### config.mk
export PLATFORM = sky130hd
export DESIGN_NAME = sysid_regfile_ext
export DESIGN_NICKNAME = d
export VERILOG_FILES = /design/src/rtl/sysid_regfile_ext.sv
export SDC_FILE = /design/constraint.sdc
export NUM_CORES = 1
export LEC_CHECK = 0
export ABC_AREA = 1
export CORE_MARGIN = 1
export CORE_UTILIZATION = 40
export DETAILED_ROUTE_END_ITERATION = 7
export PLACE_DENSITY = 0.79
export SLEW_MARGIN = 25
export SYNTH_ARGS = -nofsm -noshare
export SYNTH_HDL_FRONTEND = slang
export SYNTH_SLANG_ARGS = --single-unit
### constraint.sdc
create_clock -name clock -period 0.8 [get_ports clock]
set_input_delay 0.16 -clock clock [delete_from_list [all_inputs] [get_ports clock]]
set_output_delay 0.16 -clock clock [all_outputs]
set_load 0.005 [all_outputs]
### src/rtl/sysid_regfile_ext.sv
// ---------------------------------------------------------------------------
// sysid_regfile_ext
//   Avalon-MM read/write slave that software reads at boot to identify the
//   image. It holds system ID, build timestamp and version words, a scratch
//   register, an optional 64-bit uptime counter with atomic two-word readout,
//   and a capabilities word. Reads are pipelined with a fixed latency.
//
//   Optional feature macro: SYSID_UPTIME_EN
//     defined   -> prescaler, 64-bit uptime counter and high-word snapshot
//                  are built, CAPS[0]=1
//     undefined -> words 4/5 read 0, writes to word 4 are ignored, CAPS[0]=0
//
// Ports
//   clock          in   1   system clock
//   reset_n        in   1   asynchronous active-low reset
//   address        in   3   word address
//   read           in   1   read request, one beat per cycle
//   write          in   1   write request
//   writedata      in   32  write data
//   readdata       out  32  read data, valid when readdatavalid=1
//   readdatavalid  out  1   read response strobe
//
// Word map: 0 ID, 1 TIMESTAMP, 2 VERSION, 3 SCRATCH (RW),
//           4 UPTIME_LO (write clears), 5 UPTIME_HI snapshot, 6 CAPS, 7 zero
// ---------------------------------------------------------------------------
module sysid_regfile_ext #(
    parameter logic [31:0] SYSTEM_ID     = 32'h0000_0000,
    parameter logic [31:0] TIMESTAMP     = 32'd1769038348,
    parameter logic [31:0] VERSION       = 32'h0001_0000,
    parameter logic [31:0] SCRATCH_RESET = 32'h0000_0000,
    parameter int          READ_LATENCY  = 1,   // legal 1..4
    parameter int          PRESCALE      = 1    // legal 1..65535
) (
    input  logic        clock,
    input  logic        reset_n,
    input  logic [2:0]  address,
    input  logic        read,
    input  logic        write,
    input  logic [31:0] writedata,
    output logic [31:0] readdata,
    output logic        readdatavalid
);

    localparam logic [2:0] ADDR_ID        = 3'd0;
    localparam logic [2:0] ADDR_TIMESTAMP = 3'd1;
    localparam logic [2:0] ADDR_VERSION   = 3'd2;
    localparam logic [2:0] ADDR_SCRATCH   = 3'd3;
    localparam logic [2:0] ADDR_UPTIME_LO = 3'd4;
    localparam logic [2:0] ADDR_UPTIME_HI = 3'd5;
    localparam logic [2:0] ADDR_CAPS      = 3'd6;

    localparam logic       PRESCALE_ONE = (PRESCALE == 1);
    localparam logic [3:0] LATENCY_NIB  = 4'(READ_LATENCY);

    logic [31:0] scratch;
    logic [31:0] uptime_lo;
    logic [31:0] uptime_hi_snap;
    logic [31:0] rd_word;

    // -----------------------------------------------------------------------
    // Scratch register
    // -----------------------------------------------------------------------
    // NOTE: state registers use non-blocking assignments so every flop samples
    // the pre-edge value of every other flop, independent of block order.
    always_ff @(posedge clock or negedge reset_n) begin
        if (!reset_n) begin
            scratch <= SCRATCH_RESET;
        end else if (write && (address == ADDR_SCRATCH)) begin
            scratch <= writedata;
        end
    end

    // -----------------------------------------------------------------------
    // Uptime counter with high-word snapshot
    // -----------------------------------------------------------------------
`ifdef SYSID_UPTIME_EN
    localparam logic UPTIME_PRESENT = 1'b1;

    logic [15:0] prescale_cnt;
    logic [63:0] uptime;
    logic [31:0] snapshot;
    logic        uptime_clear;
    logic        uptime_tick;

    assign uptime_clear = write && (address == ADDR_UPTIME_LO);
    assign uptime_tick  = (prescale_cnt == 16'(PRESCALE - 1));

    // Clear has priority over a same-cycle tick; the counter wraps silently.
    always_ff @(posedge clock or negedge reset_n) begin
        if (!reset_n) begin
            prescale_cnt <= '0;
            uptime       <= '0;
        end else if (uptime_clear) begin
            prescale_cnt <= '0;
            uptime       <= '0;
        end else if (uptime_tick) begin
            prescale_cnt <= '0;
            uptime       <= uptime + 64'd1;
        end else begin
            prescale_cnt <= prescale_cnt + 16'd1;
        end
    end

    // Reading the low word freezes the high word of the same instant, so a
    // following read of word 5 is coherent with it. Clear leaves it alone.
    always_ff @(posedge clock or negedge reset_n) begin
        if (!reset_n) begin
            snapshot <= '0;
        end else if (read && (address == ADDR_UPTIME_LO)) begin
            snapshot <= uptime[63:32];
        end
    end

    assign uptime_lo      = uptime[31:0];
    assign uptime_hi_snap = snapshot;
`else
    localparam logic UPTIME_PRESENT = 1'b0;

    assign uptime_lo      = '0;
    assign uptime_hi_snap = '0;
`endif

    localparam logic [31:0] CAPS = {16'h0000, PRESCALE_ONE, 3'b000, LATENCY_NIB,
                                    7'b000_0000, UPTIME_PRESENT};

    // -----------------------------------------------------------------------
    // Read mux: data is sampled in the cycle the read is presented, so a
    // same-cycle write is not yet visible.
    // -----------------------------------------------------------------------
    // NOTE: the output gets a default before the case so no path leaves it
    // unassigned, which would otherwise infer a latch.
    always_comb begin
        rd_word = '0;
        case (address)
            ADDR_ID:        rd_word = SYSTEM_ID;
            ADDR_TIMESTAMP: rd_word = TIMESTAMP;
            ADDR_VERSION:   rd_word = VERSION;
            ADDR_SCRATCH:   rd_word = scratch;
            ADDR_UPTIME_LO: rd_word = uptime_lo;
            ADDR_UPTIME_HI: rd_word = uptime_hi_snap;
            ADDR_CAPS:      rd_word = CAPS;
            default:        rd_word = '0;
        endcase
    end

    // -----------------------------------------------------------------------
    // Fixed-latency read pipeline. A data stage only loads when the beat
    // entering it is valid, so the last stage holds the most recent response
    // while readdatavalid is low.
    // -----------------------------------------------------------------------
    logic [READ_LATENCY-1:0] pipe_valid;
    logic [31:0]             pipe_data [READ_LATENCY];

    // NOTE: the data stages are reset on purpose: readdata must read 0 out of
    // reset and in-flight beats must vanish when reset hits mid-read.
    always_ff @(posedge clock or negedge reset_n) begin
        if (!reset_n) begin
            pipe_valid <= '0;
            for (int i = 0; i < READ_LATENCY; i++) begin
                pipe_data[i] <= '0;
            end
        end else begin
            pipe_valid[0] <= read;
            if (read) begin
                pipe_data[0] <= rd_word;
            end
            for (int i = 1; i < READ_LATENCY; i++) begin
                pipe_valid[i] <= pipe_valid[i-1];
                if (pipe_valid[i-1]) begin
                    pipe_data[i] <= pipe_data[i-1];
                end
            end
        end
    end

    assign readdatavalid = pipe_valid[READ_LATENCY-1];
    assign readdata      = pipe_data[READ_LATENCY-1];

endmodule

# ---- Word level (Yosys, flattened, before mapping)
# Index checks and enable logic that the tools add are counted.
dict set report word_totals {
  regBits 65
  elab_cells 9
  output_inout_bits 33
}
dict set report classes {
  n_eq_ne 4
  reduce_logical 1
  n_mux 1
}
# operator n
set ops {}
lappend ops {{case mux 32 bit (4 select lines)} 1}
lappend ops {{equality test 3 x 2 -> 1 bit (second input constant)} 2}
lappend ops {{equality test 3 x 1 -> 1 bit (second input constant)} 1}
lappend ops {{equality test 3 bit (second input constant)} 1}
lappend ops {{logical AND 1 bit} 1}

# ---- Logic depth before layout (Yosys ltp)
dict set report logic_depth {
  depth_word 2
  depth_mapped 6
  depth_no_buf 6
}

# ---- Least setup slack after synthesis
# No wires, ideal clock.
dict set report synth_timing {
  path_kind {in2reg}
  start {input address[0]}
  end {register scratch[10]}
  t_required_ns 0.670
  path_buffers 2
  t_arrival_ns 0.808
  setup_ns 0.130
  slack_ns -0.138
  cell_stages 4
  cell_sequence {buf_2 nand4_4 clkbuf_1 o21ai_1}
}
dict set report synth_via {
  elab_chain_cells 2
}
# item line_no
set synth_rtl {}
lappend synth_rtl {{start: declaration} 36} ;# input logic [2:0] address,
lappend synth_rtl {{equality test 3 x 2 -> 1 bit} 68} ;# end else if (write && (address == ADDR_SCRATCH)) begin
lappend synth_rtl {{logical AND 1 bit} 68}
lappend synth_rtl {{end signal: assignment} 69} ;# scratch <= writedata;
lappend synth_rtl {{end: declaration} 55} ;# logic [31:0] scratch;
# No other way between the ends.
# A chain may end at the register's enable or synchronous reset.

# ---- Worst setup path after layout
dict set report layout_timing {
  start {register pipe_data, in the netlist readdata[15]}
  end {output readdata[15]}
}
# item line_no
set layout_rtl {}
lappend layout_rtl {{start: declaration} 152} ;# logic [31:0] pipe_data [READ_LATENCY];
lappend layout_rtl {{start signal: indexed assignment} 170} ;# pipe_data[i] <= pipe_data[i-1];
lappend layout_rtl {{end: declaration} 40} ;# output logic [31:0] readdata,
# No word-level cell between the ends.

==> summary.md <==
| Metric | Value |
|---|---|
| Status | complete, but fails checks |
| Largest fanout on the critical path | 2 |
| Leakage power | 0.00206 uW |
| Worst path arrival time | 0.87 ns |
| Reg clk slew, reported paths | 0.07 ns |
| Placed insts | 435 |
| Slowest cell delay on critical path | 0.40 ns |
| Port Buf Inserts | 71 |
| Boundary Pins | 72 |
| Synthesis-stage register bit count | 65 |
| Via Count | 2262 |
| Endpoints failing hold | 0 |
| Netlist cell types | 13 |
| Final ANT Viol Nets | 0 |
| WP buf/inv | 1 |
| Comb pwr share | 15.7% |
| Post-DP HPWL | 3890 um |
| Yosys warns | 0 |
| Layout cell share with drive strength beyond 1 | 27.7% |
| 1st-pass router iterations | 4 |
| Die Span X | 82.3 um |
| Drt total wl | 6520 um |
| Largest net degree at the start of global routing | 66 |
| Clock Tree Root | clkbuf_8 |
| VDD IR max | 1.19 mV |
| Crit share post-route | 129% |
| Iter 0 DRT Violations | 132 |
| Post-Layout Cell Count | 479 |
| Cell Chain, Critical Path | buf_2 |
| Final nets | 438 |
| Htree depth | 3 |
| Synth Area in Adders | 0% |
| CTS tree | yes |
| FP Rows | 28 |
| Part of the power in the clock network | 34.1% |
| Post-Synth Simple-Gate Area | 17.4% |
| Core footprint | 6060 sq um |
| Vias in the first global route | 2123 |
| Post-layout util | 64.0% |
| Pins Over Slew Limit | 0 |
| Multi-input gate area | 817 sq um |
| Fill cells | 506 |
| Switching Fraction | 25.8% |
| Worst slew margin | 76.7% |
| Crit path max-delay family | flip-flops |
| Wire per inst | 13.6 um |
| Worst skew pair latency | 0.34 ns |
| Placed Area | 3500 sq um |
| Dpl ws | -0.719 ns |
| Max Cap Viol | 0 |
| Psw | 2010 uW |
| Via-per-instance ratio | 4.72 |
| Synthesized net count | 327 |
| Initial antenna violation count | 0 |
| CP Launch Type | register |
| Area Growth Syn to Fin | 50.4% |
| Storage element area | 1630 sq um |
| Failing checks | negative setup slack |
| RSZ-0062 raised after global routing | true |
| TritonCTS Sinks | 65 |
| Post-route setup slack | -0.230 ns |
| Largest family of logic cells by synthesized area | simple AND/OR/NAND/NOR gates |
| P_int | 5790 uW |
| Worst path required time | 0.64 ns |
| Power per cell area | 2010 nW/um^2 |
| GRT Util Overall | 20.5% |
| Die H | 82.3 um |
| Routability Congestion | 0.746 |
| Clk_skew | 0.00966 ns |
| Cts bufs inserted | 9 |
| Mux contribution to synthesized area | 0% |
| FMAX | 971 MHz |
| Synthesized area per cell | 8.95 sq um |
| Synthesized cell area | 2580 sq um |
| Residual DRC | 0 |
| GRT Residual Overflow | 0 |
| Syn Inst Count | 288 |
| Post-Synth XOR/XNOR Area | 0% |
| Die area | 6770 sq um |
| First-pass GRT wire length | 9960 um |
| Crit Path Class | reg -> out |
| Starting Density | 42.5% |
| Slew @ Worst Pin | 0.350 ns |
| Sequential share of the synthesized area | 63.1% |
| Finished Cell Area | 3880 sq um |
| Critical-path top delay cell | dfrtp_1 |
| Minimum clock period | 1.03 ns |
| Synth Area in Compound Gates | 11.8% |
| Final setup violation count | 35 |
| Clock Path Buffers | 2 |
| CP endpoint kind | output pin |
| Antenna cells | 0 |
| Register share of total power | 50.2% |
| Min-delay worst type | in -> reg |
[Yosys cell counts]
master | count | area share [%]
nor2_1 | 14 | 2.0
inv_1 | 36 | 5.2
o21ai_0 | 26 | 5.0
nand4_1 | 2 | 0.49
buf_2 | 6 | 1.2
nand4_4 | 1 | 0.82
nand3_1 | 2 | 0.39
nand2_1 | 91 | 13
nand3_2 | 1 | 0.39
buf_1 | 1 | 0.15
dfrtp_1 | 65 | 63
clkbuf_1 | 8 | 1.2
o21ai_1 | 35 | 6.8
[per-stage QoR]
stage,hold slack (ns),power (uW),TNS [ns]
2_1_floorplan,-0.136,4430,-0.129
3_3_place_gp,0.193,5060,-45.10
5_1_grt,0.276,8200,-8.19
4_1_cts,0.309,7760,-7.39
3_5_place_dp,0.198,5100,-46.63
6_report,0.277,7810,-6.95
[what timing repair did]
item                                    4_1_cts  5_1_grt
gates cloned                                  3        1
resized for setup                           155       18
setup buffers                                16       11
pin swaps                                     4        6
endpoints found under the setup margin       97       51
hold buffers                                  1        0
hold endpoints to repair                     65        0
[layout make-up]
type | instances | share of cell area (%)
Sequential cell | 65 | 41.9
Timing Repair Buffer | 114 | 26.0
Multi-Input combinational cell | 173 | 21.1
Clock buffer | 14 | 4.71
Inverter | 36 | 3.58
Tap cell | 75 | 2.42
Clock inverter | 2 | 0.258
[placed cells by master (no fill, tap or decap), types with 6 or more instances in the layout]
cell             netlist  routed
o21ai_0               26      23
buf_4                  0      26
nand2_1               91      82
buf_2                  6      35
buf_6                  0       7
nor2_1                14      12
buf_12                 0       6
clkdlybuf4s50_1        0      32
clkbuf_8               0      13
inv_1                 36      34
o21ai_1               35      36
nand2_2                0       8
dfrtp_1               65      65
[registers in the layout (all words and copies together) (netlist names)]
signal,cells
readdata,32
readdatavalid,1
scratch,32
[power groups by stage]
stage	registers (uW)	logic [uW]	clock network (uW)
floorplan	3920	504	0
global placement	3960	1100	0
detailed placement	3970	1130	0
CTS	3910	1140	2710
global route	3960	1380	2860
finish	3920	1220	2660
[cells by family (layout without fill, tap and decap cells)]
kind of cell	after synthesis	in the layout
compound gates	61	61
flops	65	65
simple gates	111	112
buf+inv	51	166
[final timing paths]
| check | start | endpoint | slack (ns) | cells after the start |
|---|---|---|---|---|
| max | readdata[15]$_DFFE_PN0P_ | readdata[15] | -0.23 | 1 |
| min | address[0] | readdata[16]$_DFFE_PN0P_ | 0.28 | 4 |
| max reg2reg | readdata[27]$_DFFE_PN0P_ | readdata[27]$_DFFE_PN0P_ | -0.05 | 4 |
| min reg2reg | scratch[27]$_DFFE_PN0P_ | scratch[27]$_DFFE_PN0P_ | 0.49 | 2 |
| max in group asynchronous | reset_n | readdata[4]$_DFFE_PN0P_ | 0.15 | 3 |
| min in group asynchronous | reset_n | scratch[1]$_DFFE_PN0P_ | 0.35 | 3 |
[layer usage]
layer	vias up	global-route usage, %	share of wire, %
met5	-	0	0
met2	63	33.6	51
li1	1121	-	-
met4	0	11.8	2.8
met1	1063	25.8	42
met3	15	3.30	4.6
(Power assumes the default switching activity.)
